==> config.mk <==
export PLATFORM = sky130hd
export DESIGN_NAME = filter_seq_ctrl
export DESIGN_NICKNAME = d
export VERILOG_FILES = /design/src/rtl/filter_seq_ctrl.sv
export SDC_FILE = /design/constraint.sdc
export NUM_CORES = 1
export LEC_CHECK = 0
export CORE_MARGIN = 5
export CORE_UTILIZATION = 38
export CTS_CLUSTER_SIZE = 8
export DETAILED_ROUTE_END_ITERATION = 16
export GPL_TIMING_DRIVEN = 0
export HOLD_SLACK_MARGIN = 0.1
export PLACE_DENSITY = 0.6
export SYNTH_ARGS = -nofsm -noshare
export SYNTH_HDL_FRONTEND = slang
export SYNTH_SLANG_ARGS = --single-unit
==> constraint.sdc <==
create_clock -name wb_clk_i -period 3 [get_ports wb_clk_i]
set_input_delay 0.3 -clock wb_clk_i [delete_from_list [all_inputs] [get_ports wb_clk_i]]
set_output_delay 0.3 -clock wb_clk_i [all_outputs]
set_load 0.02 [all_outputs]
==> src/rtl/filter_seq_ctrl.sv <==
// Sequencer for one filter channel: phase/LO clock dividers, 1-bit feedback loop, per-frame high counter.
// Latency: event pulse 3 cycles after a phi1b_dig fall; fb1 and frame count registered one cycle after the event.
// Backpressure: cnt_valid/cnt_ready; a frame ending while the previous count is unaccepted is dropped and flags overflow.
module filter_seq_ctrl #(
    parameter int CDIV_W   = 8,
    parameter int LDIV_W   = 8,
    parameter int CNT_W    = 12,
    parameter int WARM_EVT = 2
) (
    input  logic              wb_clk_i,
    input  logic              wb_rst_i,
    input  logic              en,
    input  logic [CDIV_W-1:0] cclk_half,
    input  logic [LDIV_W-1:0] lo_half,
    input  logic [CNT_W-1:0]  frame_len,
    input  logic              high_buf,
    input  logic              phi1b_dig,
    output logic              cclk,
    output logic              div2,
    output logic              lo,
    output logic              fb1,
    output logic [CNT_W-1:0]  cnt_data,
    output logic              cnt_valid,
    input  logic              cnt_ready,
    output logic              overflow
);

    typedef enum logic [1:0] {S_IDLE, S_WARM, S_RUN} state_t;

    localparam int WW = (WARM_EVT > 1) ? $clog2(WARM_EVT) : 1;
    localparam logic [WW-1:0] WARM_LAST = WW'(WARM_EVT - 1);

    state_t            state_q, state_d;
    logic              hb_s1_q, hb_s2_q;
    logic              ph_s1_q, ph_s2_q, ph_dly_q;
    logic              evt_q, evt_d;
    logic [CDIV_W-1:0] cdiv_q, cdiv_d;
    logic [LDIV_W-1:0] ldiv_q, ldiv_d;
    logic              cclk_q, cclk_d, div2_q, div2_d, lo_q, lo_d, fb1_q, fb1_d;
    logic [WW-1:0]     warm_q, warm_d;
    logic [CNT_W-1:0]  evt_cnt_q, evt_cnt_d, hi_cnt_q, hi_cnt_d, hi_inc;
    logic [CNT_W-1:0]  data_q, data_d;
    logic              valid_q, valid_d, ovf_q, ovf_d;
    logic              run_ok, frame_end, xfer;

    // Falling edge of the synchronised event clock, registered into a one-cycle pulse.
    assign evt_d  = ph_dly_q & ~ph_s2_q;
    assign run_ok = en && (state_q != S_IDLE);
    assign xfer   = valid_q & cnt_ready;
    // Saturating high count including the current synced sample.
    assign hi_inc = (&hi_cnt_q) ? hi_cnt_q : hi_cnt_q + {{(CNT_W-1){1'b0}}, hb_s2_q};

    // State and datapath registers with synchronous reset.
    always_ff @(posedge wb_clk_i) begin
        if (wb_rst_i) begin
            state_q   <= S_IDLE;
            hb_s1_q   <= 1'b0;
            hb_s2_q   <= 1'b0;
            ph_s1_q   <= 1'b0;
            ph_s2_q   <= 1'b0;
            ph_dly_q  <= 1'b0;
            evt_q     <= 1'b0;
            cdiv_q    <= '0;
            ldiv_q    <= '0;
            cclk_q    <= 1'b0;
            div2_q    <= 1'b0;
            lo_q      <= 1'b0;
            fb1_q     <= 1'b0;
            warm_q    <= '0;
            evt_cnt_q <= '0;
            hi_cnt_q  <= '0;
            data_q    <= '0;
            valid_q   <= 1'b0;
            ovf_q     <= 1'b0;
        end else begin
            state_q   <= state_d;
            hb_s1_q   <= high_buf;
            hb_s2_q   <= hb_s1_q;
            ph_s1_q   <= phi1b_dig;
            ph_s2_q   <= ph_s1_q;
            ph_dly_q  <= ph_s2_q;
            evt_q     <= evt_d;
            cdiv_q    <= cdiv_d;
            ldiv_q    <= ldiv_d;
            cclk_q    <= cclk_d;
            div2_q    <= div2_d;
            lo_q      <= lo_d;
            fb1_q     <= fb1_d;
            warm_q    <= warm_d;
            evt_cnt_q <= evt_cnt_d;
            hi_cnt_q  <= hi_cnt_d;
            data_q    <= data_d;
            valid_q   <= valid_d;
            ovf_q     <= ovf_d;
        end
    end

    // Channel FSM: enable starts warm-up, WARM_EVT events settle the loop, enable low aborts.
    always_comb begin
        state_d = state_q;
        if (!en) begin
            state_d = S_IDLE;
        end else begin
            case (state_q)
                S_IDLE:  state_d = (WARM_EVT == 0) ? S_RUN : S_WARM;
                S_WARM:  if (evt_q && warm_q == WARM_LAST) state_d = S_RUN;
                S_RUN:   state_d = S_RUN;
                default: state_d = S_IDLE;
            endcase
        end
    end

    // Dividers, feedback bit, frame counting and the count handshake.
    always_comb begin
        cdiv_d    = cdiv_q;
        ldiv_d    = ldiv_q;
        cclk_d    = cclk_q;
        div2_d    = div2_q;
        lo_d      = lo_q;
        fb1_d     = fb1_q;
        warm_d    = warm_q;
        evt_cnt_d = evt_cnt_q;
        hi_cnt_d  = hi_cnt_q;
        data_d    = data_q;
        valid_d   = valid_q;
        ovf_d     = ovf_q;
        frame_end = 1'b0;

        if (!run_ok) begin
            cdiv_d    = '0;
            ldiv_d    = '0;
            cclk_d    = 1'b0;
            div2_d    = 1'b0;
            lo_d      = 1'b0;
            fb1_d     = 1'b0;
            warm_d    = '0;
            evt_cnt_d = '0;
            hi_cnt_d  = '0;
        end else begin
            if (cdiv_q == cclk_half) begin
                cdiv_d = '0;
                cclk_d = ~cclk_q;
                if (!cclk_q) div2_d = ~div2_q;
            end else begin
                cdiv_d = cdiv_q + CDIV_W'(1);
            end
            if (ldiv_q == lo_half) begin
                ldiv_d = '0;
                lo_d   = ~lo_q;
            end else begin
                ldiv_d = ldiv_q + LDIV_W'(1);
            end
            if (evt_q) begin
                fb1_d = hb_s2_q;
                if (state_q == S_WARM) begin
                    warm_d = warm_q + WW'(1);
                end else if (state_q == S_RUN) begin
                    if (evt_cnt_q == frame_len) begin
                        frame_end = 1'b1;
                        evt_cnt_d = '0;
                        hi_cnt_d  = '0;
                    end else begin
                        evt_cnt_d = evt_cnt_q + CNT_W'(1);
                        hi_cnt_d  = hi_inc;
                    end
                end
            end
        end

        if (xfer) valid_d = 1'b0;
        if (frame_end) begin
            if (!valid_q || xfer) begin
                data_d  = hi_inc;
                valid_d = 1'b1;
            end else begin
                ovf_d = 1'b1;
            end
        end
        if (state_q != S_IDLE && state_d == S_IDLE) ovf_d = 1'b0;
    end

    assign cclk      = cclk_q;
    assign div2      = div2_q;
    assign lo        = lo_q;
    assign fb1       = fb1_q;
    assign cnt_data  = data_q;
    assign cnt_valid = valid_q;
    assign overflow  = ovf_q;

endmodule

# Yosys cells after proc, flatten, opt, wreduce, memory -nomap -nowiden
# Index checks and enable logic that the tools add are counted.
[op_classes] n_bitwise=9 reduce_logical=18 n_eq_ne=5 addsub=5 muxes=14
[op_table] operator="12-bit two-way mux" n=3
[op_table] operator="8-bit by 1-bit adder with 8-bit output (second input constant)" n=2
[op_table] operator="8-bit == test" n=2
[op_table] operator="12-bit by 1-bit adder with 12-bit output" n=1
[op_table] operator="12-bit by 1-bit adder with 12-bit output (second input constant)" n=1
[op_table] operator="12-bit == test" n=1
[op_table] operator="12-bit AND reduction" n=1
[op_table] operator="1-bit two-way mux" n=8
[op_table] operator="2-bit AND reduction" n=4
[op_table] operator="1-bit NOT" n=7
[op_table] operator="2-bit case mux with 3 select lines" n=1
[op_table] operator="3-bit OR reduction" n=2
[op_table] operator="2-bit zero test" n=2
[op_table] operator="2-bit two-way mux" n=2
[op_table] operator="2-bit OR reduction" n=2
[op_table] operator="1-bit logical AND" n=3
[op_table] operator="3-bit AND reduction" n=1
[op_table] operator="1-bit AND" n=2
[op_table] operator="2-bit by 1-bit == test with 1-bit output (second input constant)" n=1
[op_table] operator="2-bit == test (second input constant)" n=1
[op_table] operator="2-bit nonzero test" n=1
[op_table] operator="1-bit adder (second input constant)" n=1
[op_table] operator="1-bit zero test" n=1
[op_table] operator="1-bit logical OR" n=1
[totals] output_inout_bits=18 word_cells=70 register_bits=67

# Logic depth before layout (Yosys ltp)
# Gate-level depths: netlist (run 1).
[depth] ltp_word=7 depth_mapped=8 depth_no_buf=7

# Worst setup path after synthesis (run 1)
# No wires, ideal clock.
[synth_path] kind="flip-flop to flip-flop" start="register hb_s2_q" end="register data_q[8], in the netlist cnt_data[8]" setup_ps=69 setup_slack_ps=1143 path_stages_with_launch=9 synth_period_minus_slack_ps=1857 arrival_ps=1788 n_path_buf=1 path_cell_list="dfxtp_1 -> ha_1 -> ha_1 -> and3_1 -> clkbuf_1 -> and3_1 -> mux2i_1 -> or4_1 -> o21ai_1"
[synth_via] elab_chain_len=2
[synth_rtl] element="start, declared" line_no="34" text="logic hb_s1_q, hb_s2_q;"
[synth_rtl] element="start signal, assigned" line_no="78" text="hb_s2_q <= hb_s1_q;"
[synth_rtl] element="12-bit by 1-bit adder with 12-bit output" line_no="51" text="assign hi_inc = (&hi_cnt_q) ? hi_cnt_q : hi_cnt_q + {{(CNT_W-1){1'b0}}, hb_s2_q};"
[synth_rtl] element="12-bit two-way mux" line_no="51"
[synth_rtl] element="end signal, assigned" line_no="92" text="data_q <= data_d;"
[synth_rtl] element="end, declared" line_no="42" text="logic [CNT_W-1:0] data_q, data_d;"
# No other way between the ends.
# A chain may end at the register's enable or synchronous reset.

# Final worst setup path (run 1)
[layout_path] start="register hi_cnt_q[0]" end="register data_q[8], in the netlist cnt_data[8]"
[layout_via] elab_chain_len=2 elab_cells_between_ends=3 classes_between="add/sub (1); mux (1); reduce/logical (1)"
[layout_rtl] element="start, declared" line_no="41" text="logic [CNT_W-1:0] evt_cnt_q, evt_cnt_d, hi_cnt_q, hi_cnt_d, hi_inc;"
[layout_rtl] element="start signal, assigned" line_no="91" text="hi_cnt_q <= hi_cnt_d;"
[layout_rtl] element="12-bit by 1-bit adder with 12-bit output or 12-bit AND reduction (tied branches)" line_no="51"
[layout_rtl] element="12-bit two-way mux *" line_no="51"
# Mark *: on every way between the ends. The rest lies on a longest branch, timed or not.

==> results.toml, run 1 <==
[status]
status = "finished clean"

[sta]
hold_viol = 0
tightestPinTransition_ns = 0.7483
fin_ws_ns = 0.8197
timing.fmax_mhz = 458.7
slew_headroom_pct = 49.93
fin_crit_ns = 2.180
finClkSkew_ns = 0.007622
tns_ns = 0
period_share_pct = 72.68
rsz0062_at_grt = "false"
setup_violations = 0
drv_slew = 0

[cells_and_area]
fin_nets = 489
nFillCells = 855
syn_to_final_growth_pct = 25.28
diodes = 0
drive_gt1_share_pct = 7.033

[clock_network]
cts_root_buffer = "clkbuf_8"
cts_tree = "built"
htreeDepth = 3
cts_resized = 0
clkLatencyLatePin_ns = 0.34
cts.sinks = 67
cts_hold_buffers = 0
clkTransAtPathRegs_ns = 0.07
cts_made_buffers = 9
cts.path.max_buffers = 2
cts_setup_buffers = 0

[hold_path]
hold_path_depth = 1
hold_class = "reg -> reg"
min_to = "evt_q$_SDFF_PP0_"
worst_hold_startpoint = "ph_s2_q$_SDFF_PP0_"

[grt]
grt_usage_pct = 14.87
grt_pass1_wl_mm = 12.55
antenna_found_initial = 0
grt_pass1_vias = 2701
grt_max_degree = 12
grt-ovfl-total = 0

[placement]
dpl.hpwl_mm = 5.558
pre_cts_ws_ns = 0.5329
place.gp.congestion = 0.8439
port_buffers = 51

[routing]
drt_iter0_markers = 93
wl_per_cell_um = 13.34
firstDrtPassIters = 4
ant_nets = 0
wirelength_mm = 7.511
avgViaCountPerCell = 5.098
drc_errors = 0
vias = 2870

[floorplanning]
coreArea_um2 = 8593
ios = 52
die_h_um = 103.0
die_w_um = 103.0
core.rowCount = 34
start_util_pct = 38.25
die-area_um2 = 10610

[synthesis]
syn_area_um2 = 3287
avgSynthCellArea_um2 = 8.471
synth_flop_cell = "dfxtp_1"
ys_seq_area_share_pct = 40.81
synth-async-reset-ratio_pct = 0
synth_cells = 388
synth-seq-cells = 67
yosysTopAreaCellShare_pct = 40.81
ys_warn_count = 0
synth_common_cells = "67 x dfxtp_1, 41 x nor2_1, 31 x nand3_1"
synth_edf_count = 0
synth_cell_types = 42
synth_area_leaders = "dfxtp_1 41%, xnor2_1 7.5%, xor2_1 6.9%"
synth_most_common_cell = "dfxtp_1"
synth_top_area_cell = "dfxtp_1"
syn_nets = 427

[worst_setup_path]
setup.worst_path.end_class = "flop"
r2r_start = "hi_cnt_q[0]$_SDFFE_PP0P_"
r2r_end = "cnt_data[8]$_SDFFE_PP0P_"
reg2reg_depth = 8
crit_chain = "ha_1 -> ha_1 -> and3_1 -> clkbuf_1 -> and3_1 -> mux2i_1 -> or4_1 -> o21ai_1"
cp_slowest_cell = "or4_1"
ff2ff_setup_slack_ns = 0.82
path_class = "reg -> reg"
cp_top_family = "simple AND/OR/NAND/NOR gates"
start_kind = "flop"
worst_path_largest_cell_delay_ns = 0.41
cp.arrival_ns = 2.45
required_ns = 3.27
timing.critical_path.buf_inv = 1
cp_max_fo = 6

[power_and_ir_drop]
seq_power_share_pct = 52.5
power-per-cell-area_nw_per_um2 = 415.5
clkPwrFrac_pct = 42.4
sw_frac_of_total_pct = 22.18
combinationalPowerShare_pct = 5.2
switchingPower_w = 0.0003795
leakagePower_nw = 1.423
internal_power_w = 0.001331
ir_worst_vdd_mv = 0.2259

[run]
timing.max_cap.violations = 0
==> cells in the final DEF, fill, tap and decap left out, types with 9 or more instances in the layout <==
master,Yosys,final
dfxtp_1,67,67
clkdlybuf4s50_1,0,51
nor2_1,41,41
nand3_1,31,31
nand2_1,30,30
a21oi_1,29,29
xnor2_1,28,28
xor2_1,26,26
clkbuf_1,11,13
o21ai_0,12,12
and3_1,11,11
nor3_1,11,11
nand4_1,10,10
clkbuf_8,0,9
==> area by class of cell <==
cell class	count	area, um2	share of cell area [%]
Buffer	18	76.32	1.854
Clock buffer	11	131.4	3.191
Clock inverter	5	53.80	1.307
Inverter	7	26.28	0.6381
Multi-Input combinational cell	296	1843	44.76
Sequential cell	67	1341	32.57
Tap cell	108	135.1	3.282
Timing Repair Buffer	51	510.5	12.40
==> worst max-delay path by stage <==
stage	start	endpoint	slack, ns	cells past startpoint
after CTS	hi_cnt_q[0]$_SDFFE_PP0P_	cnt_data[8]$_SDFFE_PP0P_	0.83	8
after floorplan	hb_s2_q$_SDFF_PP0_	cnt_data[8]$_SDFFE_PP0P_	1.14	8
after detailed placement	wb_rst_i	hi_cnt_q[7]$_SDFFE_PP0P_	0.53	6
after global placement	wb_rst_i	hi_cnt_q[7]$_SDFFE_PP0P_	0.52	6
final	hi_cnt_q[0]$_SDFFE_PP0P_	cnt_data[8]$_SDFFE_PP0P_	0.82	8
after global routing	evt_cnt_q[2]$_SDFFE_PP0P_	evt_cnt_q[5]$_SDFFE_PP0P_	0.65	6
==> routing by layer <==
layer,track usage (%),routed length (um),vias up
li1,-,-,1486
met1,19.60,3586,1326
met2,23.38,3540,51
met3,3.992,286,7
met4,5.378,96,0
met5,0,0,-
==> logic make-up after synthesis <==
| logic type | after synthesis | synth area share, % |
|---|---|---|
| AOI/OAI and AO/OA | 59 | 10.32 |
| muxes | 5 | 1.599 |
| adders and majority gates | 5 | 1.903 |
| buffers and inverters | 25 | 3.121 |
| xor gates and xnor gates | 54 | 14.39 |
| and+or+nand+nor | 173 | 27.87 |
| DFF | 67 | 40.81 |
==> power groups by stage <==
| stage | clock network [W] | registers, W | logic, W |
|---|---|---|---|
| 6_report | 0.000725 | 0.000897 | 0.0000886 |
| 5_1_grt | 0.000783 | 0.000898 | 0.0000970 |
| 4_1_cts | 0.000745 | 0.000897 | 0.0000902 |
| 3_5_place_dp | 0 | 0.000918 | 0.0000897 |
| 3_3_place_gp | 0 | 0.000918 | 0.0000886 |
| 2_1_floorplan | 0 | 0.000917 | 0.0000348 |
==> state kept, by name, summed over array words and instances, names as in the netlist, 2 cells and up <==
name       flops
cnt_data      12
ldiv_q         8
state_q        2
cdiv_q         8
hi_cnt_q      12
evt_cnt_q     12
==> stage by stage <==
step | hold slack, ns | area, um2 | instances | util, % | power [W]
2_1_floorplan | 0.3885 | 3287 | 388 | - | 0.0009518
3_3_place_gp | 0.3972 | 3933 | 547 | 45.76 | 0.001006
3_5_place_dp | 0.4019 | 3933 | 547 | 45.76 | 0.001008
4_1_cts | 0.4130 | 4118 | 563 | 47.92 | 0.001733
5_1_grt | 0.4477 | 4118 | 563 | 47.92 | 0.001778
6_report | 0.4086 | 4118 | 563 | 47.92 | 0.001711
Power figures use the tool's default switching activity.
==> run 2, diff against run 1 <==
clock period = 2.05 ns   (was 3 ns; I/O delays follow)
==> run 2 against run 1 <==
  * Global-route usage rose by 0.15 points
  * Register-to-register slack got worse by 0.76 ns
  * Hold slack got worse by 0.0073 ns
  * First-iteration DRC count rose by 12%
  * Clock skew rose by 0.0047 ns
  * Core utilization rose by 0.76 points
  * Power rose by 47%
  * Design area rose by 1.6%
  * Maximum frequency rose by 9.5%
  * Combinational power rose by 52%
  * Clock power rose by 46%
  * Largest power group unchanged
  * Highest routed layer unchanged
==> results.toml, run 2 (synthesis results as in run 1) <==
[worst_setup_path]
required_ns = 2.32
cp_max_fo = 9
start_kind = "flop"
setup.worst_path.end_class = "flop"
cp_slowest_cell = "or4_1"
path_class = "reg -> reg"
cp.arrival_ns = 2.26
worst_path_largest_cell_delay_ns = 0.55
crit_chain = "xor2_1 -> nor4_2 -> nand4_2 -> or4_1 -> o21ai_1"

[routing]
drc_errors = 0
avgViaCountPerCell = 5.145
drt_iter0_markers = 104
wl_per_cell_um = 13.53
firstDrtPassIters = 4
vias = 2907
ant_nets = 0
wirelength_mm = 7.647

[sta]
slew_headroom_pct = 52.36
fin_ws_ns = 0.05885
tightestPinTransition_ns = 0.7054
period_share_pct = 97.13
fin_crit_ns = 1.991
drv_slew = 0
fin_hold_ws_ns = 0.4013
rsz0062_at_grt = "true"
setup_violations = 0
hold_viol = 0
timing.fmax_mhz = 502.2
finClkSkew_ns = 0.01232

[clock_network]
cts_hold_buffers = 0
htreeDepth = 3
cts_root_buffer = "clkbuf_8"
clkLatencyLatePin_ns = 0.34
clkTransAtPathRegs_ns = 0.07
cts_tree = "built"
cts.sinks = 67
cts.path.max_buffers = 2
cts_made_buffers = 9

[cells_and_area]
syn_to_final_growth_pct = 27.26
layout.cells.most_common = "dfxtp_1"
drive_gt1_share_pct = 9.409
fin_nets = 491
diodes = 0
final_cell_mix = "65 x dfxtp_1, 51 x clkdlybuf4s50_1, 39 x nor2_1"

[run]
timing.max_cap.violations = 0

[power_and_ir_drop]
leakagePower_nw = 1.440
power-per-cell-area_nw_per_um2 = 600.7
ir_worst_vdd_mv = 0.3309

[floorplanning]
die-area_um2 = 10610
die_h_um = 103.0
start_util_pct = 38.25
ios = 52
coreArea_um2 = 8593
die_w_um = 103.0
core.rowCount = 34

[placement]
dpl.hpwl_mm = 5.558
port_buffers = 51
pre_cts_ws_ns = -0.3221
place.gp.congestion = 0.8439

[grt]
grt_usage_pct = 15.03
grt_max_degree = 12
antenna_found_initial = 0
grt_pass1_wl_mm = 12.68
grt_pass1_vias = 2732
grt-ovfl-total = 0

[hold_path]
hold_class = "reg -> reg"

[status]
status = "finished clean"
-- run 2: worst max-delay path, delay by kind of cell (launching register included) --
kind | cells | cell delay, ns
xor gates and xnor gates | 1 | 0.18
DFF | 1 | 0.36
AOI/OAI and AO/OA | 1 | 0.09
and+or+nand+nor | 3 | 1.30
-- run 2: area by class of cell --
class                      count  area (um2)
fill                         847        4410
clock inverter                 5       53.80
multi-input combinational    296        1884
inverter                       7       26.28
buffer                        17       75.07
timing repair buffer          54       533.0
clock buffer                  11       131.4
sequential                    67        1344
tap                          108       135.1
-- run 2: path summary, 6_finish.rpt --
kind                              endpoint  slack (ns)                 startpoint  cells after the start
hold / removal            evt_q$_SDFF_PP0_        0.40         ph_s2_q$_SDFF_PP0_                      1
setup reg to reg  cnt_data[8]$_SDFFE_PP0P_        0.06  evt_cnt_q[5]$_SDFFE_PP0P_                      5
hold reg to reg           evt_q$_SDFF_PP0_        0.40         ph_s2_q$_SDFF_PP0_                      1
setup / recovery  cnt_data[8]$_SDFFE_PP0P_        0.06  evt_cnt_q[5]$_SDFFE_PP0P_                      5
-- run 2: metal layers --
metal	vias up	share of wire (%)	global-route usage [%]
li1	1487	-	-
met1	1359	48	19.64
met2	55	47	23.88
met3	6	3.7	3.992
met4	0	0.97	5.378
met5	-	0	0
-- run 2: repair_timing --
item / CTS / global route
pin swaps: 0 / 2
buffers inserted: 2 / 1
endpoints found under the setup margin: 13 / 28
resized for setup: 5 / 12
-- run 2: through the flow --
stage	TNS (ns)	std cells	total power, W	area (um2)	util, %
2_1_floorplan	0	388	0.001393	3287	-
3_3_place_gp	-9.450	547	0.001473	3933	45.76
3_5_place_dp	-9.549	547	0.001475	3933	45.76
4_1_cts	-0.02824	564	0.002539	4153	48.33
5_1_grt	-0.1296	565	0.002607	4183	48.68
6_report	0	565	0.002513	4183	48.68
-- run 2: where the power goes --
| group | leakage [nW] | switching, W | total, W | internal [W] |
|---|---|---|---|---|
| Clock | 0.0971 | 0.000506 | 0.00106 | 0.000559 |
| Sequential | 0.542 | 0.00000588 | 0.00131 | 0.00131 |
| Combinational | 0.801 | 0.0000516 | 0.000135 | 0.0000833 |
